**src/rtl/multicycle_controller.sv**
```systemverilog
// multicycle_controller
//   Moore-style control sequencer for a multicycle RISC-V core. One
//   instruction takes 3-5 cycles through a shared ALU and a unified
//   instruction/data memory port. Decodes the instruction-register fields
//   and drives every datapath select and write enable each cycle.
//
// Ports
//   CLK          clock, all state updates on the rising edge
//   RESET        synchronous, active-high; loads FETCH and masks write enables
//   OP/FUNCT_3/FUNCT_7_5  instruction-register fields
//   ZERO         ALU zero flag, consulted only in BEQ
//   MEM_READY    memory handshake, only honoured with MEM_READY_EN
//   PC_WRITE, ADR_SRC, MEM_WRITE, IR_WRITE, RESULT_SRC, ALU_SRC_A,
//   ALU_SRC_B, IMM_SRC, ALU_CONTROL, REG_WRITE  datapath controls
//   ILLEGAL_OP   one-cycle pulse in DECODE for an unsupported opcode
//   STATE        current state encoding (debug)
//
// Configuration
//   MEM_READY_EN  when defined, FETCH, MEMREAD and MEMWRITE stall while
//                 MEM_READY=0; otherwise every memory state lasts one cycle.
module multicycle_controller (
  input  logic       CLK,
  input  logic       RESET,
  input  logic [6:0] OP,
  input  logic [2:0] FUNCT_3,
  input  logic       FUNCT_7_5,
  input  logic       ZERO,
  input  logic       MEM_READY,
  output logic       PC_WRITE,
  output logic       ADR_SRC,
  output logic       MEM_WRITE,
  output logic       IR_WRITE,
  output logic [1:0] RESULT_SRC,
  output logic [1:0] ALU_SRC_A,
  output logic [1:0] ALU_SRC_B,
  output logic [1:0] IMM_SRC,
  output logic [2:0] ALU_CONTROL,
  output logic       REG_WRITE,
  output logic       ILLEGAL_OP,
  output logic [3:0] STATE
);

  typedef enum logic [3:0] {
    S_FETCH    = 4'd0,
    S_DECODE   = 4'd1,
    S_MEMADR   = 4'd2,
    S_MEMREAD  = 4'd3,
    S_MEMWB    = 4'd4,
    S_MEMWRITE = 4'd5,
    S_EXECUTER = 4'd6,
    S_EXECUTEI = 4'd7,
    S_ALUWB    = 4'd8,
    S_BEQ      = 4'd9,
    S_JAL      = 4'd10
  } state_t;

  localparam logic [6:0] OP_LOAD  = 7'b0000011;
  localparam logic [6:0] OP_STORE = 7'b0100011;
  localparam logic [6:0] OP_RTYPE = 7'b0110011;
  localparam logic [6:0] OP_ITYPE = 7'b0010011;
  localparam logic [6:0] OP_BEQ   = 7'b1100011;
  localparam logic [6:0] OP_JAL   = 7'b1101111;

  state_t state_q, state_d;
  state_t cur_state;
  logic   mem_ok;
  logic   pc_update, branch;
  logic   pc_write_raw, mem_write_raw, ir_write_raw, reg_write_raw, illegal_raw;

  // Register-register ops use bit 30 to select sub; immediate ops have OP[5]=0
  // so "addi" with bit 30 set still adds.
  function automatic logic [2:0] funct_alu(input logic [6:0] op,
                                           input logic [2:0] f3,
                                           input logic       f75);
    case (f3)
      3'b000:  funct_alu = (op[5] & f75) ? 3'b001 : 3'b000;
      3'b010:  funct_alu = 3'b101;
      3'b110:  funct_alu = 3'b011;
      3'b111:  funct_alu = 3'b010;
      default: funct_alu = 3'b000;
    endcase
  endfunction

`ifdef MEM_READY_EN
  assign mem_ok = MEM_READY;
`else
  // Handshake ignored: memory states always complete in one cycle.
  assign mem_ok = MEM_READY | 1'b1;
`endif

  always_ff @(posedge CLK) begin
    if (RESET) state_q <= S_FETCH;
    else       state_q <= state_d;
  end

  always_comb begin
    // During reset the outputs decode as FETCH so the datapath sees a sane
    // select pattern; write enables are masked separately below.
    cur_state     = RESET ? S_FETCH : state_q;
    state_d       = S_FETCH;
    pc_update     = 1'b0;
    branch        = 1'b0;
    ADR_SRC       = 1'b0;
    mem_write_raw = 1'b0;
    ir_write_raw  = 1'b0;
    RESULT_SRC    = 2'b00;
    ALU_SRC_A     = 2'b00;
    ALU_SRC_B     = 2'b00;
    ALU_CONTROL   = 3'b000;
    reg_write_raw = 1'b0;
    illegal_raw   = 1'b0;
    case (cur_state)
      S_FETCH: begin
        ir_write_raw = mem_ok;
        pc_update    = mem_ok;
        ALU_SRC_B    = 2'b10;
        RESULT_SRC   = 2'b10;
        state_d      = mem_ok ? S_DECODE : S_FETCH;
      end
      S_DECODE: begin
        ALU_SRC_A = 2'b01;
        ALU_SRC_B = 2'b01;
        case (OP)
          OP_LOAD, OP_STORE: state_d = S_MEMADR;
          OP_RTYPE:          state_d = S_EXECUTER;
          OP_ITYPE:          state_d = S_EXECUTEI;
          OP_BEQ:            state_d = S_BEQ;
          OP_JAL:            state_d = S_JAL;
          default: begin
            state_d     = S_FETCH;
            illegal_raw = 1'b1;
          end
        endcase
      end
      S_MEMADR: begin
        ALU_SRC_A = 2'b10;
        ALU_SRC_B = 2'b01;
        state_d   = (OP == OP_LOAD) ? S_MEMREAD : S_MEMWRITE;
      end
      S_MEMREAD: begin
        ADR_SRC = 1'b1;
        state_d = mem_ok ? S_MEMWB : S_MEMREAD;
      end
      S_MEMWB: begin
        RESULT_SRC    = 2'b01;
        reg_write_raw = 1'b1;
      end
      S_MEMWRITE: begin
        ADR_SRC       = 1'b1;
        mem_write_raw = 1'b1;
        state_d       = mem_ok ? S_FETCH : S_MEMWRITE;
      end
      S_EXECUTER: begin
        ALU_SRC_A   = 2'b10;
        ALU_CONTROL = funct_alu(OP, FUNCT_3, FUNCT_7_5);
        state_d     = S_ALUWB;
      end
      S_EXECUTEI: begin
        ALU_SRC_A   = 2'b10;
        ALU_SRC_B   = 2'b01;
        ALU_CONTROL = funct_alu(OP, FUNCT_3, FUNCT_7_5);
        state_d     = S_ALUWB;
      end
      S_ALUWB: reg_write_raw = 1'b1;
      S_BEQ: begin
        ALU_SRC_A   = 2'b10;
        ALU_CONTROL = 3'b001;
        branch      = 1'b1;
      end
      S_JAL: begin
        ALU_SRC_A = 2'b01;
        ALU_SRC_B = 2'b10;
        pc_update = 1'b1;
        state_d   = S_ALUWB;
      end
      default: state_d = S_FETCH;
    endcase
    pc_write_raw = (branch & ZERO) | pc_update;
  end

  always_comb begin
    case (OP)
      OP_STORE: IMM_SRC = 2'b01;
      OP_BEQ:   IMM_SRC = 2'b10;
      OP_JAL:   IMM_SRC = 2'b11;
      default:  IMM_SRC = 2'b00;
    endcase
  end

  assign PC_WRITE   = pc_write_raw  & ~RESET;
  assign MEM_WRITE  = mem_write_raw & ~RESET;
  assign IR_WRITE   = ir_write_raw  & ~RESET;
  assign REG_WRITE  = reg_write_raw & ~RESET;
  assign ILLEGAL_OP = illegal_raw   & ~RESET;
  assign STATE      = cur_state;

endmodule

```
**config.mk**
```make
export PLATFORM = sky130hd
export DESIGN_NAME = multicycle_controller
export DESIGN_NICKNAME = d
export VERILOG_FILES = /design/src/rtl/multicycle_controller.sv
export SDC_FILE = /design/constraint.sdc
export NUM_CORES = 1
export LEC_CHECK = 0
export BUFFER_PORTS_ARGS = -buffer_cell sky130_fd_sc_hd__buf_2
export CAP_MARGIN = 20
export CORE_AREA = 3 3 41 43
export CTS_CLUSTER_SIZE = 10
export DETAILED_ROUTE_END_ITERATION = 10
export DIE_AREA = 0 0 44 46
export PLACE_DENSITY_LB_ADDON = 0.08
export SYNTH_ARGS = -nofsm -noshare
export SYNTH_HDL_FRONTEND = slang
export SYNTH_SLANG_ARGS = --single-unit
```
**constraint.sdc**
```tcl
create_clock -name CLK -period 1.49 [get_ports CLK]
set_input_delay 0.0745 -clock CLK [delete_from_list [all_inputs] [get_ports CLK]]
set_output_delay 0.0745 -clock CLK [all_outputs]
set_load 0.02 [all_outputs]
```
=== Word-level counts from Yosys, hierarchy flattened ===
Cells that the tools add are included.

* Flip-flop bits (word level): 4
* Word-level logic and storage cells: 60
* Bits of input ports: 15
* Output and inout bits: 21

* Reduce and logical (&&, ||, !) cells: 12
* Bitwise logic cells: 9
* Equal/unequal tests: 19
* Muxes and demuxes: 19

{| class="wikitable"
|+ Operators with widths
! cell !! number
|-
| $pmux 4 s5 || 2
|-
| $eq 4x3->1 const B || 4
|-
| $eq 7x6->1 const B || 2
|-
| $eq 7x7->1 const B || 2
|-
| $eq 4x4->1 const B || 3
|-
| $pmux 2 s2 || 3
|-
| $pmux 3 s4 || 1
|-
| $reduce_or 2->1 || 6
|-
| $mux 1 || 9
|-
| $eq 4x2->1 const B || 2
|-
| $and 1x1->1 || 7
|-
| $eq 7x2->1 const B || 1
|-
| $eq 7x5->1 const B || 1
|-
| $eq 3x3->1 const B || 2
|-
| $pmux 2 s3 || 1
|-
| $pmux 3 s2 || 1
|-
| $reduce_or 3->1 || 2
|-
| $reduce_or 6->1 || 1
|-
| $eq 4x1->1 const B || 1
|-
| $logic_not 4->1 || 1
|-
| $mux 4 || 1
|-
| $reduce_or 4->1 || 1
|-
| $eq 3x2->1 const B || 1
|-
| $logic_not 3->1 || 1
|-
| other kinds (3) || 3
|}

=== Logic depth before layout (Yosys ltp) ===
Gate-level depths: netlist of the first run.

* Depth in word-level cells: 6
* Gate-level depth with buffers: 4
* Depth with buffers taken out: 4

=== Worst setup path before layout of the first run ===
Ideal clock, no wire load.

* Kind: register to output
* From: register state_q[1]
* To: output port ALU_CONTROL[2]
* Arrival time: 1.445 ns
* Required time: 1.416 ns
* Stages on the path, launching flop included: 4
* Path buffers: 0
* Path slack: -0.030 ns
* Path through: dfxtp_1 > nor2b_1 > nand3_1 > nor3_1

* Longest elaborated chain between the ends: 4
* Elaborated cells on any way between the ends: 6
* Classes of those cells: 3 x eq/ne; 2 x mux; 1 x reduce/logical

{| class="wikitable"
|+ RTL lines
! item !! RTL line !! text
|-
| from (decl) || 64 || <nowiki>state_t state_q, state_d;</nowiki>
|-
| from (signal assigned) || 93 || <nowiki>else state_q <= state_d;</nowiki>
|-
| $mux 4 * || 99 || <nowiki>cur_state = RESET ? S_FETCH : state_q;</nowiki>
|-
| named net STATE[1] || 40 || <nowiki>output logic [3:0] STATE</nowiki>
|-
| $eq 4x3->1 || 112 || <nowiki>case (cur_state)</nowiki>
|-
| $reduce_or 2->1 (no line) || n/a ||
|-
| $pmux 3 s2 * || 112 ||
|-
| to (decl) || 37 || <nowiki>output logic [2:0] ALU_CONTROL,</nowiki>
|}

Mark *: on every way through the listed nets, which the timed path passes. The rest lies on a longest branch.

=== Final worst setup path of the first run ===
* From: register state_q[3]
* To: output port IR_WRITE

* Longest elaborated chain between the ends: 4

{| class="wikitable"
|+ RTL lines
! item !! RTL line !! text
|-
| $mux 4 || 99 ||
|-
| $logic_not 4->1 || 112 ||
|-
| $mux 1 || 112 ||
|-
| $and 1x1->1 || 192 || <nowiki>assign IR_WRITE = ir_write_raw & ~RESET;</nowiki>
|-
| to (decl) || 32 || <nowiki>output logic IR_WRITE,</nowiki>
|}

No other way between the ends.

==> results of run 1 <==
-- metal layers --
layer	share of wire, %	global-route usage (%)	wire length [µm]
met2	52	30.2	899
met1	40	22.1	703
met3	6.4	4.74	112
met4	1.2	0	21
met5	0	0	0
-- worst min-delay path: cells and delay by family --
| kind | cells | cell delay (ps) |
|---|---|---|
| and+or+nand+nor | 1 | 70 |
| AOI/OAI and AO/OA | 1 | 80 |
| buffers and inverters | 1 | 120 |
-- layout make-up --
type                            count  area, µm²  share of cell area [%]
Inverter                            6       22.5                    2.73
Tap cell                           15       18.8                    2.28
Multi-Input combinational cell     64        452                    54.8
Sequential cell                     4       90.1                    10.9
Clock buffer                        3       22.5                    2.73
Timing Repair Buffer               39        219                    26.6
-- synth_stat cells, types with 3 or more instances --
| library cell | n |
|---|---|
| buf_2 | 4 |
| inv_1 | 6 |
| dfxtp_1 | 4 |
| nor3_1 | 6 |
| nor3b_1 | 3 |
| and3b_1 | 3 |
| nor2_1 | 6 |
| o21ai_1 | 5 |
| nor2b_1 | 6 |
| nand2_1 | 5 |
| a21oi_1 | 5 |
| xnor2_1 | 3 |
-- power breakdown --
part	switching [mW]	internal, mW
Sequential	0.00650	0.108
Combinational	0.0705	0.0529
Clock	0.0445	0.0901
-- per-stage QoR --
step,power (mW),setup slack (ps)
6_report,0.373,-21.0
5_1_grt,0.396,-75.1
4_1_cts,0.372,-58.6
3_5_place_dp,0.234,133
3_3_place_gp,0.231,196
2_1_floorplan,0.184,71.4
-- cell families (layout without fill, tap and decap cells) --
| family | count (synthesis) | count (layout) | synth area share, % |
|---|---|---|---|
| XOR/XNOR | 3 | 3 | 4.88 |
| AND/OR/NAND/NOR | 43 | 43 | 49.3 |
| AO/OA/AOI/OAI | 18 | 18 | 22.3 |
| buffers and inverters | 11 | 48 | 8.60 |
| flip-flops | 4 | 4 | 14.9 |
-- final timing paths --
kind              start    endpoint
max          state_q[3]    IR_WRITE
min               OP[4]  state_q[2]
max reg2reg  state_q[3]  state_q[1]
min reg2reg  state_q[2]  state_q[2]
-- timing repair --
| item | 4_1_cts | 5_1_grt |
|---|---|---|
| gates resized for setup | 8 | 11 |
| setup endpoints to repair | 5 | 7 |
| hold endpoints to repair | 0 | 0 |
| buffers inserted | 0 | 1 |
==> run_summary.xml, run 1 <==
<?xml version="1.0" encoding="UTF-8"?>
<metrics>
  <group name="setup_path">
    <metric name="worstPathCellList" unit="">buf_4 &gt; or4_4 &gt; nor2_2 &gt; buf_4</metric>
    <metric name="cp.depth" unit="">4</metric>
    <metric name="cp-start-kind" unit="">flip-flop</metric>
    <metric name="critical-path-slowest-cell" unit="">or4_4</metric>
    <metric name="required" unit="ps">1420</metric>
    <metric name="setup.worst_path.class" unit="">reg2out</metric>
    <metric name="timing.critical_path.buf_inv" unit="">2</metric>
    <metric name="ff2ff_setup_slack" unit="ps">250</metric>
    <metric name="critical-path-top-cell-by-count" unit="">buf_4</metric>
    <metric name="cp_top_family" unit="">simple AND/OR/NAND/NOR gates</metric>
    <metric name="worstSetupEndpointType" unit="">output port</metric>
    <metric name="critical_path_arrival" unit="ps">1440</metric>
    <metric name="rr_worst_depth" unit="">4</metric>
    <metric name="delay_of_the_slowest_critical_path_stage" unit="ps">440</metric>
    <metric name="worstPathMaxFanout" unit="">12</metric>
  </group>
  <group name="synth">
    <metric name="synth_enable_flop_cells" unit="">0</metric>
    <metric name="synth_seq_cells" unit="">4</metric>
    <metric name="async_flop_share" unit="%">0</metric>
    <metric name="syn-num-nets" unit="">94</metric>
    <metric name="yosysTopAreaCell" unit="">dfxtp_1</metric>
    <metric name="synth_seq_area_share" unit="%">14.9</metric>
    <metric name="mappedNetlistArea" unit="µm²">538</metric>
    <metric name="yosys-top-cells-area" unit="">dfxtp_1, nor2b_1, nor3_1, and3b_1, xnor2_1</metric>
    <metric name="synth_cells" unit="">79</metric>
    <metric name="synthesis.yosys.warnings" unit="">0</metric>
    <metric name="dominantRegCellSynth" unit="">dfxtp_1</metric>
    <metric name="post-synth-top-area-fraction" unit="%">14.9</metric>
    <metric name="postSynthAreaPerCell" unit="µm²">6.81</metric>
    <metric name="netlist-cell-type-count" unit="">31</metric>
  </group>
  <group name="grt">
    <metric name="grt_pass1_vias" unit="">652</metric>
    <metric name="grt_antenna_before_repair" unit="">0</metric>
    <metric name="wire_length_of_the_first_global_routing_pass" unit="µm">2690</metric>
    <metric name="globalRouteOverflowTotal" unit="">0</metric>
    <metric name="grt_start_max_net_pins" unit="">16</metric>
    <metric name="grt_use_total" unit="%">17.2</metric>
  </group>
  <group name="sta">
    <metric name="fin_ws" unit="ps">-21.0</metric>
    <metric name="clock_skew" unit="ps">2.17</metric>
    <metric name="worst_slew_margin_rel" unit="%">73.7</metric>
    <metric name="slew_violations" unit="">0</metric>
    <metric name="finalWorstPathRequiredPeriod" unit="ps">1510</metric>
    <metric name="period_share" unit="%">101</metric>
    <metric name="grt_setup_unrepaired" unit="">yes</metric>
    <metric name="max_clock_freq" unit="MHz">662</metric>
    <metric name="hold_viol_final" unit="">0</metric>
    <metric name="final.setup.tns" unit="ps">-41.8</metric>
    <metric name="finalSetupViolCount" unit="">2</metric>
    <metric name="fin_hold_ws" unit="ps">169</metric>
    <metric name="worst_tran_pin_value" unit="ps">389</metric>
  </group>
  <group name="placed_design">
    <metric name="gp_congestion" unit="">0.799</metric>
    <metric name="place_area" unit="µm²">738</metric>
    <metric name="post-dp-hpwl" unit="µm">1250</metric>
    <metric name="io_buffers" unit="">34</metric>
    <metric name="dp_cells" unit="">127</metric>
  </group>
  <group name="clock_tree">
    <metric name="latest_clock_arrival_within_the_worst_skew_pair" unit="ps">230</metric>
    <metric name="clock_net_sink_count" unit="">4</metric>
    <metric name="cts-root-buf" unit="">clkbuf_4</metric>
    <metric name="cts.clk_slew.worst_paths" unit="ps">40</metric>
    <metric name="cts_buffers" unit="">3</metric>
    <metric name="tritoncts_clock_tree" unit="">done</metric>
    <metric name="cts-hold-fix-buffers" unit="">0</metric>
    <metric name="ctsLongestPathBuffers" unit="">2</metric>
    <metric name="h_tree_levels" unit="">1</metric>
  </group>
  <group name="run">
    <metric name="maxCapViolations" unit="">0</metric>
  </group>
  <group name="finish">
    <metric name="register_with_the_highest_flop_count" unit="">state_q</metric>
    <metric name="antenna_cells" unit="">0</metric>
    <metric name="area_growth" unit="%">53.3</metric>
    <metric name="final_common_cell" unit="">buf_2</metric>
    <metric name="fin_util" unit="%">61.8</metric>
    <metric name="post_route_cells_drive_above_1_share" unit="%">49.1</metric>
    <metric name="nNetsFinal" unit="">133</metric>
    <metric name="reg.largest.list" unit="">state_q: 4 flops</metric>
    <metric name="largest_register_ffs" unit="">4</metric>
    <metric name="layoutNonFillerInstCount" unit="">131</metric>
    <metric name="fin_area" unit="µm²">825</metric>
    <metric name="final_cell_mix" unit="">buf_2, buf_4, inv_1</metric>
    <metric name="fill_cells" unit="">131</metric>
  </group>
  <group name="outcome">
    <metric name="status" unit="">finished, violations left</metric>
    <metric name="failed_checks" unit="">setup timing</metric>
  </group>
  <group name="routing">
    <metric name="ant_nets" unit="">0</metric>
    <metric name="routed_wl" unit="µm">1740</metric>
    <metric name="average_routed_wire_per_standard_cell" unit="µm">13.3</metric>
    <metric name="initialDrtViolationCount" unit="">16</metric>
    <metric name="dr.pass1.iters" unit="">4</metric>
    <metric name="routed-via-count" unit="">721</metric>
    <metric name="drt_drc_violations_left" unit="">0</metric>
    <metric name="route.detailed.vias_per_inst" unit="">5.50</metric>
  </group>
  <group name="floorplanning">
    <metric name="die_span_in_y" unit="µm">46</metric>
    <metric name="chipWidth" unit="µm">44</metric>
    <metric name="ioPinCount" unit="">36</metric>
    <metric name="row_cnt" unit="">13</metric>
    <metric name="initial_utilization" unit="%">40.3</metric>
    <metric name="core_area" unit="µm²">1330</metric>
    <metric name="fp.dieArea" unit="µm²">2020</metric>
  </group>
  <group name="min_path">
    <metric name="hold_class" unit="">in2reg</metric>
    <metric name="timing.hold.worst_path_depth" unit="">3</metric>
  </group>
  <group name="pwr">
    <metric name="total_leakage_power" unit="nW">0.392</metric>
    <metric name="powerDensity" unit="nW/µm²">452</metric>
    <metric name="vdd_drop_max" unit="µV">460</metric>
  </group>
</metrics>
(Power assumes the default switching activity.)
==> inputs of run 2 (changes only) <==
- PLACE_DENSITY: not set -> 0.77
- PLACE_DENSITY_LB_ADDON: 0.08 -> not set
==> run 2 against run 1 <==
Against the previous run:
- design area up 0.46%
- worst setup slack worse by 43 ps
- largest cell class unchanged
- the flow still finishes with violations (setup timing)
- cell count up 2.3%
- combinational power about the same
==> run_summary.xml, run 2 (same netlist as run 1, synthesis figures left out) <==
<?xml version="1.0" encoding="UTF-8"?>
<metrics>
  <group name="pwr">
    <metric name="powerDensity" unit="nW/µm²">464</metric>
    <metric name="vdd_drop_max" unit="µV">389</metric>
    <metric name="fin_total_pwr" unit="mW">0.384</metric>
    <metric name="comb_power_share" unit="%">32.6</metric>
    <metric name="power.share.sequential" unit="%">29.3</metric>
    <metric name="swShare" unit="%">34.3</metric>
    <metric name="power.share.clock" unit="%">38.2</metric>
    <metric name="power_switching" unit="mW">0.132</metric>
    <metric name="total_leakage_power" unit="nW">0.408</metric>
    <metric name="p_int" unit="mW">0.252</metric>
  </group>
  <group name="setup_path">
    <metric name="rr_worst_depth" unit="">3</metric>
    <metric name="critical_path_arrival" unit="ps">1480</metric>
    <metric name="worstSetupEndpointType" unit="">output port</metric>
    <metric name="cp_top_family" unit="">simple AND/OR/NAND/NOR gates</metric>
    <metric name="cp.depth" unit="">5</metric>
    <metric name="worstPathCellList" unit="">buf_6 &gt; nor2b_4 &gt; or3_4 &gt; a211oi_2 &gt; buf_4</metric>
    <metric name="setup.worst_path.class" unit="">reg2out</metric>
    <metric name="required" unit="ps">1420</metric>
    <metric name="delay_of_the_slowest_critical_path_stage" unit="ps">360</metric>
    <metric name="cp-start-kind" unit="">flip-flop</metric>
    <metric name="timing.critical_path.buf_inv" unit="">2</metric>
    <metric name="critical-path-slowest-cell" unit="">or3_4</metric>
    <metric name="worstPathMaxFanout" unit="">3</metric>
  </group>
  <group name="routing">
    <metric name="ant_nets" unit="">0</metric>
    <metric name="average_routed_wire_per_standard_cell" unit="µm">12.5</metric>
    <metric name="route.detailed.vias_per_inst" unit="">5.71</metric>
    <metric name="initialDrtViolationCount" unit="">11</metric>
    <metric name="dr.pass1.iters" unit="">4</metric>
    <metric name="routed-via-count" unit="">765</metric>
    <metric name="drt_drc_violations_left" unit="">0</metric>
    <metric name="routed_wl" unit="µm">1680</metric>
  </group>
  <group name="min_path">
    <metric name="hold_class" unit="">in2reg</metric>
    <metric name="timing.hold.worst_path_depth" unit="">3</metric>
  </group>
  <group name="clock_tree">
    <metric name="tritoncts_clock_tree" unit="">done</metric>
    <metric name="h_tree_levels" unit="">1</metric>
    <metric name="ctsLongestPathBuffers" unit="">2</metric>
    <metric name="cts-hold-fix-buffers" unit="">0</metric>
    <metric name="cts_buffers" unit="">3</metric>
    <metric name="cts-root-buf" unit="">clkbuf_4</metric>
    <metric name="latest_clock_arrival_within_the_worst_skew_pair" unit="ps">250</metric>
    <metric name="cts.clk_slew.worst_paths" unit="ps">40</metric>
    <metric name="clock_net_sink_count" unit="">4</metric>
  </group>
  <group name="sta">
    <metric name="worst_slew_margin_rel" unit="%">69.8</metric>
    <metric name="period_share" unit="%">104</metric>
    <metric name="hold_viol_final" unit="">0</metric>
    <metric name="fin_hold_ws" unit="ps">161</metric>
    <metric name="slew_violations" unit="">0</metric>
    <metric name="grt_setup_unrepaired" unit="">yes</metric>
    <metric name="worst_tran_pin_value" unit="ps">446</metric>
    <metric name="fin_ws" unit="ps">-63.8</metric>
    <metric name="finalSetupViolCount" unit="">2</metric>
    <metric name="max_clock_freq" unit="MHz">644</metric>
    <metric name="final.setup.tns" unit="ps">-71.9</metric>
    <metric name="finalWorstPathRequiredPeriod" unit="ps">1550</metric>
    <metric name="clock_skew" unit="ps">2.43</metric>
  </group>
  <group name="floorplanning">
    <metric name="initial_utilization" unit="%">40.3</metric>
    <metric name="die_span_in_y" unit="µm">46</metric>
    <metric name="chipWidth" unit="µm">44</metric>
    <metric name="ioPinCount" unit="">36</metric>
    <metric name="fp.dieArea" unit="µm²">2020</metric>
    <metric name="core_area" unit="µm²">1330</metric>
    <metric name="row_cnt" unit="">13</metric>
  </group>
  <group name="finish">
    <metric name="register_with_the_highest_flop_count" unit="">state_q</metric>
    <metric name="final_common_cell" unit="">buf_2</metric>
    <metric name="fin_area" unit="µm²">828</metric>
    <metric name="nNetsFinal" unit="">136</metric>
    <metric name="area_growth" unit="%">54.0</metric>
    <metric name="reg.largest.list" unit="">state_q: 4 flops</metric>
    <metric name="final_cell_mix" unit="">buf_2, buf_4, inv_1, nor2_1</metric>
    <metric name="antenna_cells" unit="">0</metric>
    <metric name="largest_register_ffs" unit="">4</metric>
    <metric name="post_route_cells_drive_above_1_share" unit="%">47.1</metric>
  </group>
  <group name="placed_design">
    <metric name="gp_congestion" unit="">0.741</metric>
    <metric name="io_buffers" unit="">34</metric>
    <metric name="place_ws" unit="ps">155</metric>
    <metric name="post-dp-hpwl" unit="µm">1290</metric>
    <metric name="place_area" unit="µm²">753</metric>
  </group>
  <group name="outcome">
    <metric name="status" unit="">finished, violations left</metric>
    <metric name="failed_checks" unit="">setup timing</metric>
  </group>
  <group name="grt">
    <metric name="grt_antenna_before_repair" unit="">0</metric>
    <metric name="wire_length_of_the_first_global_routing_pass" unit="µm">2570</metric>
    <metric name="grt_pass1_vias" unit="">622</metric>
    <metric name="grt_start_max_net_pins" unit="">16</metric>
    <metric name="grt_use_total" unit="%">16.8</metric>
    <metric name="globalRouteOverflowTotal" unit="">0</metric>
  </group>
  <group name="run">
    <metric name="maxCapViolations" unit="">0</metric>
  </group>
</metrics>
==> run 2: per-stage QoR <==
stage	utilization [%]	instances
3_5_place_dp	56.5	129
3_3_place_gp	56.5	129
4_1_cts	59.0	132
2_1_floorplan	-	79
6_report	62.1	134
5_1_grt	62.1	134
==> run 2: power groups by stage <==
stage | sequential [mW] | clock (mW) | combinational (mW)
floorplan | 0.114 | 0 | 0.0695
global placement | 0.115 | 0 | 0.116
detailed placement | 0.116 | 0 | 0.119
CTS | 0.114 | 0.147 | 0.122
global route | 0.113 | 0.156 | 0.136
finish | 0.112 | 0.147 | 0.125
==> run 2: repair_timing <==
item	CTS	global route
pin swaps	0	2
gates resized for setup	5	7
buffers inserted	0	2
setup endpoints to repair	2	11
==> run 2: final cells by class <==
cell class,instances,area (µm²)
Inverter,6,22.5
Timing Repair Buffer,42,239
Clock buffer,3,22.5
Fill cell,135,505
Tap cell,15,18.8
Sequential cell,4,85.1
Multi-Input combinational cell,64,440
==> run 2: worst paths after layout <==
check,start,to,slack (ps)
max,state_q[3],PC_WRITE,-60
min,OP[4],state_q[2],160
max reg2reg,state_q[0],state_q[1],260
min reg2reg,state_q[2],state_q[2],650
==> run 2: worst min-delay path: stages <==
cell     delay, ps
buf_2          120
nand4_1         70
a22oi_1         80
==> run 2: routing by layer <==
layer	vias to the layer above	wire, µm	track usage (%)
li1	375	-	-
met5	-	0	0
met2	41	846	29.7
met1	344	658	20.0
met3	5	132	2.37
met4	0	38	7.23
==> inputs of run 3 (changes only) <==
- SETUP_SLACK_MARGIN: not set -> 0.1
==> run 3 against run 2 <==
Against the previous run:
- the run still ends with setup timing left
- total power up 4.2%
- sequential power about the same
- clock power down 7%
- die area unchanged
- critical endpoint is now IR_WRITE
- clock skew down 0.68 ps
- design area up 28%
- first-iteration DRC count up 73%
- core utilization up 17 points
- critical path depth down 1
- cell count up 9.0%
- maximum frequency up 0.74%
==> run_summary.xml, run 3 (same netlist as run 1, synthesis figures left out) <==
<?xml version="1.0" encoding="UTF-8"?>
<metrics>
  <group name="outcome">
    <metric name="status" unit="">finished, violations left</metric>
    <metric name="failed_checks" unit="">setup timing</metric>
  </group>
  <group name="finish">
    <metric name="layoutNonFillerInstCount" unit="">146</metric>
    <metric name="nNetsFinal" unit="">148</metric>
    <metric name="register_with_the_highest_flop_count" unit="">state_q</metric>
    <metric name="final_common_cell" unit="">buf_2</metric>
    <metric name="area_growth" unit="%">97.2</metric>
    <metric name="largest_register_ffs" unit="">4</metric>
    <metric name="reg.largest.list" unit="">state_q: 4 flops</metric>
    <metric name="post_route_cells_drive_above_1_share" unit="%">61.1</metric>
    <metric name="antenna_cells" unit="">0</metric>
    <metric name="final_cell_mix" unit="">buf_2, buf_4, buf_6</metric>
  </group>
  <group name="floorplanning">
    <metric name="core_area" unit="µm²">1330</metric>
    <metric name="row_cnt" unit="">13</metric>
    <metric name="initial_utilization" unit="%">40.3</metric>
    <metric name="ioPinCount" unit="">36</metric>
    <metric name="die_span_in_y" unit="µm">46</metric>
    <metric name="chipWidth" unit="µm">44</metric>
    <metric name="fp.dieArea" unit="µm²">2020</metric>
  </group>
  <group name="min_path">
    <metric name="hold_path_startpoint" unit="">OP[3]</metric>
    <metric name="timing.hold.worst_path_depth" unit="">4</metric>
    <metric name="hold_path_end" unit="">state_q[0]</metric>
    <metric name="hold_class" unit="">in2reg</metric>
  </group>
  <group name="setup_path">
    <metric name="critical_path_arrival" unit="ps">1470</metric>
    <metric name="r2r-start" unit="">state_q[3]</metric>
    <metric name="required" unit="ps">1420</metric>
    <metric name="setup.worst_path.class" unit="">reg2out</metric>
    <metric name="worstPathCellList" unit="">buf_6 &gt; or4_4 &gt; nor2_4 &gt; buf_6</metric>
    <metric name="cp-start-kind" unit="">flip-flop</metric>
    <metric name="critical-path-slowest-cell" unit="">or4_4</metric>
    <metric name="rr_worst_depth" unit="">5</metric>
    <metric name="crit-reg2reg-capture" unit="">state_q[1]</metric>
    <metric name="ff2ff_setup_slack" unit="ps">50</metric>
    <metric name="worstPathMaxFanout" unit="">4</metric>
    <metric name="critical-path-top-cell-by-count" unit="">buf_6</metric>
    <metric name="delay_of_the_slowest_critical_path_stage" unit="ps">550</metric>
    <metric name="timing.critical_path.buf_inv" unit="">2</metric>
    <metric name="cp_top_family" unit="">simple AND/OR/NAND/NOR gates</metric>
    <metric name="worstSetupEndpointType" unit="">output port</metric>
    <metric name="cp.depth" unit="">4</metric>
  </group>
  <group name="pwr">
    <metric name="comb_power_share" unit="%">38.6</metric>
    <metric name="powerDensity" unit="nW/µm²">377</metric>
    <metric name="power.share.sequential" unit="%">27.4</metric>
    <metric name="total_leakage_power" unit="nW">0.497</metric>
    <metric name="power_switching" unit="mW">0.135</metric>
    <metric name="vdd_drop_max" unit="µV">279</metric>
    <metric name="power.share.clock" unit="%">34.0</metric>
    <metric name="swShare" unit="%">33.6</metric>
    <metric name="p_int" unit="mW">0.266</metric>
  </group>
  <group name="sta">
    <metric name="final.setup.tns" unit="ps">-68.0</metric>
    <metric name="fin_ws" unit="ps">-52.4</metric>
    <metric name="clock_skew" unit="ps">1.75</metric>
    <metric name="worst_tran_pin_value" unit="ps">519</metric>
    <metric name="period_share" unit="%">104</metric>
    <metric name="finalWorstPathRequiredPeriod" unit="ps">1540</metric>
    <metric name="worst_slew_margin_rel" unit="%">64.9</metric>
    <metric name="grt_setup_unrepaired" unit="">yes</metric>
    <metric name="max_clock_freq" unit="MHz">648</metric>
    <metric name="finalSetupViolCount" unit="">2</metric>
    <metric name="hold_viol_final" unit="">0</metric>
    <metric name="slew_violations" unit="">0</metric>
  </group>
  <group name="clock_tree">
    <metric name="h_tree_levels" unit="">1</metric>
    <metric name="clock_net_sink_count" unit="">4</metric>
    <metric name="cts-root-buf" unit="">clkbuf_4</metric>
    <metric name="cts_buffers" unit="">3</metric>
    <metric name="latest_clock_arrival_within_the_worst_skew_pair" unit="ps">230</metric>
    <metric name="cts.clk_slew.worst_paths" unit="ps">40</metric>
    <metric name="tritoncts_clock_tree" unit="">done</metric>
    <metric name="ctsLongestPathBuffers" unit="">2</metric>
    <metric name="cts-hold-fix-buffers" unit="">0</metric>
  </group>
  <group name="placed_design">
    <metric name="post-dp-hpwl" unit="µm">1290</metric>
    <metric name="dp_cells" unit="">128</metric>
    <metric name="io_buffers" unit="">34</metric>
    <metric name="gp_congestion" unit="">0.775</metric>
  </group>
  <group name="grt">
    <metric name="wire_length_of_the_first_global_routing_pass" unit="µm">2970</metric>
    <metric name="globalRouteOverflowTotal" unit="">0</metric>
    <metric name="grt_use_total" unit="%">19.4</metric>
    <metric name="grt_start_max_net_pins" unit="">16</metric>
    <metric name="grt_antenna_before_repair" unit="">0</metric>
    <metric name="grt_pass1_vias" unit="">702</metric>
  </group>
  <group name="routing">
    <metric name="dr.pass1.iters" unit="">4</metric>
    <metric name="average_routed_wire_per_standard_cell" unit="µm">13.7</metric>
    <metric name="ant_nets" unit="">0</metric>
    <metric name="route.detailed.vias_per_inst" unit="">5.53</metric>
    <metric name="routed-via-count" unit="">808</metric>
    <metric name="drt_drc_violations_left" unit="">0</metric>
    <metric name="initialDrtViolationCount" unit="">19</metric>
    <metric name="routed_wl" unit="µm">2000</metric>
  </group>
  <group name="run">
    <metric name="maxCapViolations" unit="">0</metric>
  </group>
</metrics>
==> run 3: timing repair <==
| action | CTS | global route |
|---|---|---|
| endpoints found under the setup margin | 12 | 14 |
| pin swaps | 5 | 9 |
| setup buffers | 9 | 6 |
| gates resized for setup | 21 | 26 |
==> run 3: layout make-up <==
type / instances / area [µm²]
fill: 88 / 273
multi-input combinational: 64 / 518
timing repair buffer: 54 / 387
sequential: 4 / 92.6
clock buffer: 3 / 22.5
inverter: 6 / 22.5
tap: 15 / 18.8
==> run 3: worst max-delay path by stage <==
stage                     startpoint              to
after floorplan           state_q[1]  ALU_CONTROL[1]
after global placement    state_q[1]        PC_WRITE
after detailed placement  state_q[1]        PC_WRITE
after CTS                 state_q[1]        PC_WRITE
after global routing      state_q[1]        PC_WRITE
final                     state_q[3]        IR_WRITE
==> run 3: per-stage QoR <==
stage	power (mW)	cell area [µm²]	util, %	worst slack, ps	hold WS (ps)
floorplan	0.186	557	-	112	200
global placement	0.233	759	56.9	183	406
detailed placement	0.236	759	56.9	159	428
CTS	0.383	917	68.8	-10.4	178
global route	0.419	1060	79.5	-92.0	196
finish	0.400	1060	79.5	-52.4	181
==> run 3: worst register-to-register path: stages, from the launching register on <==
cell,delay [ps]
dfxtp_4,350
buf_6,120
or4_4,550
buf_4,170
nor2_4,80
o2bb2ai_2,100
==> run 3: routing by layer <==
metal / share of wire [%] / track usage [%] / up-vias
met5: 0 / 0 / -
met4: 1.1 / 5.42 / 0
met2: 53 / 38.1 / 33
li1: - / - / 394
met3: 7.6 / 2.37 / 5
met1: 38 / 21.4 / 376
==> run 3: power by group through the flow <==
| stage | logic, mW | clock network [mW] | registers (mW) |
|---|---|---|---|
| after floorplan | 0.0718 | 0 | 0.114 |
| after global placement | 0.115 | 0 | 0.118 |
| after detailed placement | 0.118 | 0 | 0.118 |
| after CTS | 0.133 | 0.138 | 0.111 |
| after global routing | 0.166 | 0.143 | 0.110 |
| final | 0.155 | 0.136 | 0.110 |
